$ cat src/rtl/lwc_do_serial_fifo_if.sv
// Bundle of the core-side push channel, the do bus and the flush/occupancy
// signals around the do-channel serialising FIFO.
interface lwc_do_serial_fifo_if #(
    parameter int BUSW   = 32,
    parameter int CORE_W = 128,
    parameter int DEPTH  = 4
);
    logic [CORE_W-1:0]            in_data;
    logic                         in_valid;
    logic                         in_last;
    logic                         in_ready;
    logic [BUSW-1:0]              do_data;
    logic                         do_valid;
    logic                         do_last;
    logic                         do_ready;
    logic                         flush;
    logic [$clog2(DEPTH+1)-1:0]   count;

    modport master (
        output in_data, in_valid, in_last, do_ready, flush,
        input  in_ready, do_data, do_valid, do_last, count
    );

    modport slave (
        input  in_data, in_valid, in_last, do_ready, flush,
        output in_ready, do_data, do_valid, do_last, count
    );
endinterface

$ cat src/rtl/lwc_do_serial_fifo.sv
// Output buffer for the LWC do channel: queues CORE_W words with their last tag
// and serialises each onto the BUSW-bit do bus, most significant slice first.
module lwc_do_serial_fifo #(
    parameter int BUSW   = 32,
    parameter int CORE_W = 128,
    parameter int DEPTH  = 4
) (
    input  logic                  clk,
    input  logic                  rst,
    lwc_do_serial_fifo_if.slave   bus
);
    localparam int RATIO = CORE_W / BUSW;
    localparam int PW    = $clog2(DEPTH);
    localparam int CW    = $clog2(DEPTH + 1);
    localparam int BW    = (RATIO > 1) ? $clog2(RATIO) : 1;

    // bit CORE_W carries the last-of-message tag
    logic [CORE_W:0]   mem [DEPTH];
    logic [PW-1:0]     wr_ptr;
    logic [PW-1:0]     rd_ptr;
    logic [CW-1:0]     count_q;
    logic [BW-1:0]     beat;

    logic [CORE_W:0]   head;
    logic [BUSW-1:0]   slice;
    logic              valid;
    logic              last_beat;
    logic              push;
    logic              beat_acc;
    logic              pop;

    assign head      = mem[rd_ptr];
    assign valid     = (count_q != '0);
    assign last_beat = (beat == BW'(RATIO - 1));
    assign push      = bus.in_valid & bus.in_ready;
    assign beat_acc  = valid & bus.do_ready;
    assign pop       = beat_acc & last_beat;

    always_comb begin
        slice = '0;
        for (int i = 0; i < RATIO; i++) begin
            if (beat == BW'(i)) begin
                slice = head[CORE_W-1-i*BUSW -: BUSW];
            end
        end
    end

    // in_ready depends on registered occupancy only, never on do_ready
    assign bus.in_ready = (count_q != CW'(DEPTH));
    assign bus.do_valid = valid;
    assign bus.do_data  = valid ? slice : '0;
    assign bus.do_last  = valid & head[CORE_W] & last_beat;
    assign bus.count    = count_q;

    always_ff @(posedge clk) begin
        if (push && !bus.flush) begin
            mem[wr_ptr] <= {bus.in_last, bus.in_data};
        end
    end

    always_ff @(posedge clk or negedge rst) begin
        if (!rst) begin
            wr_ptr  <= '0;
            rd_ptr  <= '0;
            count_q <= '0;
            beat    <= '0;
        end else if (bus.flush) begin
            wr_ptr  <= '0;
            rd_ptr  <= '0;
            count_q <= '0;
            beat    <= '0;
        end else begin
            if (push) begin
                wr_ptr <= wr_ptr + PW'(1);
            end
            if (beat_acc) begin
                beat <= last_beat ? '0 : beat + BW'(1);
            end
            if (pop) begin
                rd_ptr <= rd_ptr + PW'(1);
            end
            case ({push, pop})
                2'b10:   count_q <= count_q + CW'(1);
                2'b01:   count_q <= count_q - CW'(1);
                default: count_q <= count_q;
            endcase
        end
    end
endmodule
$ cat src/flat_wrapper.sv
// flat-port wrapper written by rule: the top's interface ports become plain ports
module lwc_do_serial_fifo_flat 
#(
    parameter int BUSW   = 32,
    parameter int CORE_W = 128,
    parameter int DEPTH  = 4
)
  (clk, rst, bus_in_data, bus_in_valid, bus_in_last, bus_do_ready, bus_flush, bus_in_ready, bus_do_data, bus_do_valid, bus_do_last, bus_count);
  lwc_do_serial_fifo_if #(.BUSW(BUSW), .CORE_W(CORE_W), .DEPTH(DEPTH)) bus_i ();
  input  logic clk;
  input  logic rst;
  input wire logic [$bits(bus_i.in_data)-1:0] bus_in_data;
  input wire logic [$bits(bus_i.in_valid)-1:0] bus_in_valid;
  input wire logic [$bits(bus_i.in_last)-1:0] bus_in_last;
  input wire logic [$bits(bus_i.do_ready)-1:0] bus_do_ready;
  input wire logic [$bits(bus_i.flush)-1:0] bus_flush;
  output wire logic [$bits(bus_i.in_ready)-1:0] bus_in_ready;
  output wire logic [$bits(bus_i.do_data)-1:0] bus_do_data;
  output wire logic [$bits(bus_i.do_valid)-1:0] bus_do_valid;
  output wire logic [$bits(bus_i.do_last)-1:0] bus_do_last;
  output wire logic [$bits(bus_i.count)-1:0] bus_count;
  assign bus_i.in_data = bus_in_data;
  assign bus_i.in_valid = bus_in_valid;
  assign bus_i.in_last = bus_in_last;
  assign bus_i.do_ready = bus_do_ready;
  assign bus_i.flush = bus_flush;
  assign bus_in_ready = bus_i.in_ready;
  assign bus_do_data = bus_i.do_data;
  assign bus_do_valid = bus_i.do_valid;
  assign bus_do_last = bus_i.do_last;
  assign bus_count = bus_i.count;
  lwc_do_serial_fifo #(.BUSW(BUSW), .CORE_W(CORE_W), .DEPTH(DEPTH)) u_core (.clk(clk), .rst(rst), .bus(bus_i));
endmodule
$ cat config.mk
export PLATFORM = sky130hd
export DESIGN_NAME = lwc_do_serial_fifo_flat
export DESIGN_NICKNAME = d
export VERILOG_FILES = /design/src/rtl/lwc_do_serial_fifo_if.sv /design/src/rtl/lwc_do_serial_fifo.sv /design/src/flat_wrapper.sv
export SDC_FILE = /design/constraint.sdc
export NUM_CORES = 1
export LEC_CHECK = 0
export CAP_MARGIN = 20
export CELL_PAD_IN_SITES_DETAIL_PLACEMENT = 0
export CELL_PAD_IN_SITES_GLOBAL_PLACEMENT = 1
export CORE_MARGIN = 1.5
export CORE_UTILIZATION = 54
export CTS_CLUSTER_SIZE = 40
export DETAILED_ROUTE_END_ITERATION = 10
export GPL_ROUTABILITY_DRIVEN = 0
export PLACE_DENSITY = 0.95
export SLEW_MARGIN = 25
export SYNTH_ARGS = -nofsm -noshare
export SYNTH_HDL_FRONTEND = slang
export SYNTH_SLANG_ARGS = --single-unit
$ cat constraint.sdc
create_clock -name clk -period 12.5 [get_ports clk]
set_input_delay 1.875 -clock clk [delete_from_list [all_inputs] [get_ports clk]]
set_output_delay 1.875 -clock clk [all_outputs]
set_load 0.02 [all_outputs]
==> reports/results.tsv <==
metric	value	unit
ys_seq_elements	525	
clock_latency	0.57	ns
p_seq_frac	0.542	
rr_startpoint	u_core.bus.count[0]$_DFFE_PN0P_	
synth_top_area_frac	0.754	
fin_area	0.0244	mm²
switching_share	0.209	
synth_top_family_by_area	multiplexers	
cp_slowest_stage_delay	0.88	ns
worstSetupEndpoint	bus_do_data[30]	
cts_buffers	49	
grtUsageTotal	0.233	
dr.pass1.iters	6	
antenna_found_initial	11	
setup_ws	5.87	ns
syn-instance-count	1137	
finalSetupViolations	0	
final-seq-area	0.0157	mm²
required	10.62	ns
synth_compound_area_frac	0.0676	
synth-simple-area-share	0.0151	
tns	0	ns
power_density	152	mW/mm²
yosys.cell_count.top_type	edfxtp_1	
peakVddDrop	0.149	mV
cp_top_family	buffers and inverters	
fin_crit_sh	0.530	
drc	0	
synth_xor_area_frac	0.00128	
status	finished, final reports clean	
cp-startpoint	u_core.rd_ptr[1]$_DFFE_PN0P_	
ant_nets	0	
cts_buffer_depth	3	
multi_input_area	0.00447	mm²
grt_max_degree	71	
worstSetupEndpointType	output port	
clk_pin_slew	0.06	ns
path_common_cell	buf_4	
syn_to_final_growth	18.6	%
grt_setup_unrepaired	false	
avgViaCountPerCell	5.89	
max_slew_margin	0.339	
critPathKind	flop to output port	
cp_max_fo	53	
drtIter0Drc	982	
dp_hpwl	27.1	mm
ys_seq_area_frac	0.765	
yosys_warnings	0	
die_h	198	µm
slowest_stage	dfrtp_4	
grt_pass1_vias	11100	
grt.overflow.total	0	
syn_area	0.0205	mm²
die_area	0.0392	mm²
switchingPower	0.773	mW
min_path_type	flop to flop	
power_frac_comb	0.069	
max_freq	0.151	GHz
hp-start	u_core.beat[1]$_DFFE_PN0P_	
die_x	198	µm
syn_avg_cell_area	18.1	µm²
portBuffers	171	
intPower	2.92	mW
hold_buffers	0	
fin_skew	0.0244	ns
tightest_slew	0.992	ns
synth_area_leaders	edfxtp_1, mux2i_1, o22ai_1	
num_rows	71	
start_util	0.547	
io_pins	172	
tritoncts	yes	
dp_slack	6.52	ns
placed_cell_area	0.0227	mm²
cts_setup_buffers	0	
fin_nets	1453	
synth_edf_count	516	
finalCriticalPeriod	6.63	ns
r2r_cells	6	
r2r_end	u_core.mem[2][28]$_DFFE_PP_	
leakage	7.30	nW
critical_path.startpoint_type	flop	
path_depth	8	
cts.sinks	525	
synth_nets	1280	
cp_cell_sequence	buf_4 > buf_4 > nand2b_1 > buf_4 > o22ai_1 > nor2_1 > a21oi_1 > clkdlybuf4s50_1	
grt_pass1_wl	67.5	mm
synth_top_area_cell	edfxtp_1	
fillers	2468	
via_count	11000	
synth_ff_type	edfxtp_1	
critPathBufInv	4	
drive_gt1_frac	0.0741	
coreArea	0.0376	mm²
finalHoldViolCount	0	
ctsResizeCount	0	
root_buffer	clkbuf_16	
synth-adder-area-share	0.00585	
reg2reg_slack	9.24	ns
p_clk_frac	0.389	
worst_ep_arrival_time	4.75	ns
synth_commonest_cells	edfxtp_1, mux2i_1, o22ai_1, nor2_1, a21oi_1	
wire_per_inst	24.1	µm
async_reset_ff_frac	0.0171	
cap_violations	0	
muxShareOfSynthArea	0.127	
synth_cell_types	38	
wirelength	45.0	mm
slew_viol_final	0	
htreeDepth	2	
## power by group through the flow
stage	Combinational (mW)	Sequential, mW	Clock (mW)
global route	0.273	2.00	1.52
global placement	0.248	2.03	0
CTS	0.256	2.00	1.45
finish	0.256	2.00	1.44
detailed placement	0.254	2.04	0
floorplan	0.113	2.04	0
## kinds of logic (layout without fill, tap and decap cells)
group	after synthesis	count (layout)
AOI/OAI and AO/OA	200	200
xor gates and xnor gates	3	3
adders and majority gates	9	9
buffers and inverters	75	287
DFF	525	525
muxes	259	259
other	0	8
and+or+nand+nor	66	66
## sequential cells by signal (all words and copies together) (netlist names)
register          count
u_core.rd_ptr         2
u_core.beat           2
u_core.mem          516
u_core.bus.count      3
u_core.wr_ptr         2
## stage by stage
step | instances | utilization | total power, mW | hold slack, ns
global route | 1866 | 0.648 | 3.80 | 0.617
finish | 1868 | 0.648 | 3.69 | 0.599
CTS | 1858 | 0.646 | 3.71 | 0.599
floorplan | 1137 | - | 2.15 | 0.543
detailed placement | 1768 | 0.605 | 2.29 | 0.588
global placement | 1767 | 0.604 | 2.28 | 0.565
## worst register-to-register path: stages, from the launching register on
cell     delay, ns
dfrtp_1       0.52
or3b_1        0.30
nand2_1       0.15
nor2_1        0.25
and2_4        0.43
buf_16        0.32
buf_4         0.87
## per-layer routing
metal,global-route usage,up-vias,wire [µm]
met5,0,-,53
met4,0.0772,8,1300
met3,0.0533,87,3340
met2,0.371,420,21800
met1,0.319,5556,18500
li1,-,4927,-
## final cells by class
class	count	area share
clock buffers	59	0.0536
diodes	8	0.000822
well taps	511	0.0262
clock inverters	31	0.0105
flip-flops and latches	525	0.646
multi-input cells	537	0.184
repair buffers	191	0.0787
inverters	6	0.000924
## worst min path at each step
stage                                        end  slack (ns)  depth (start not counted)
floorplan             u_core.beat[1]$_DFFE_PN0P_        0.54                          2
global placement    u_core.wr_ptr[1]$_DFFE_PN0P_        0.56                          2
detailed placement  u_core.wr_ptr[1]$_DFFE_PN0P_        0.59                          2
CTS                 u_core.wr_ptr[1]$_DFFE_PN0P_        0.60                          2
global route        u_core.wr_ptr[1]$_DFFE_PN0P_        0.62                          2
finish                u_core.beat[1]$_DFFE_PN0P_        0.60                          2
## layout by cell type (no fill, tap or decap), types with 2 or more instances in the layout
master	n
nand3_1	2
o21ai_0	2
clkbuf_16	51
a221o_1	32
dfrtp_4	2
mux2i_1	257
ha_1	8
o22ai_1	96
o21bai_1	32
nand2b_1	2
buf_16	2
buf_4	16
clkinv_4	2
clkdlybuf4s50_1	171
clkinv_1	16
edfxtp_1	516
clkbuf_1	8
inv_1	6
bufinv_16	4
dfrtp_1	7
clkinvlp_4	4
xor2_1	2
and2_4	4
nor2b_1	2
clkinv_2	4
diode_2	8
nor2_1	37
nand2_1	6
a21oi_1	35
Note: power is estimated with default switching activity, not from simulation.
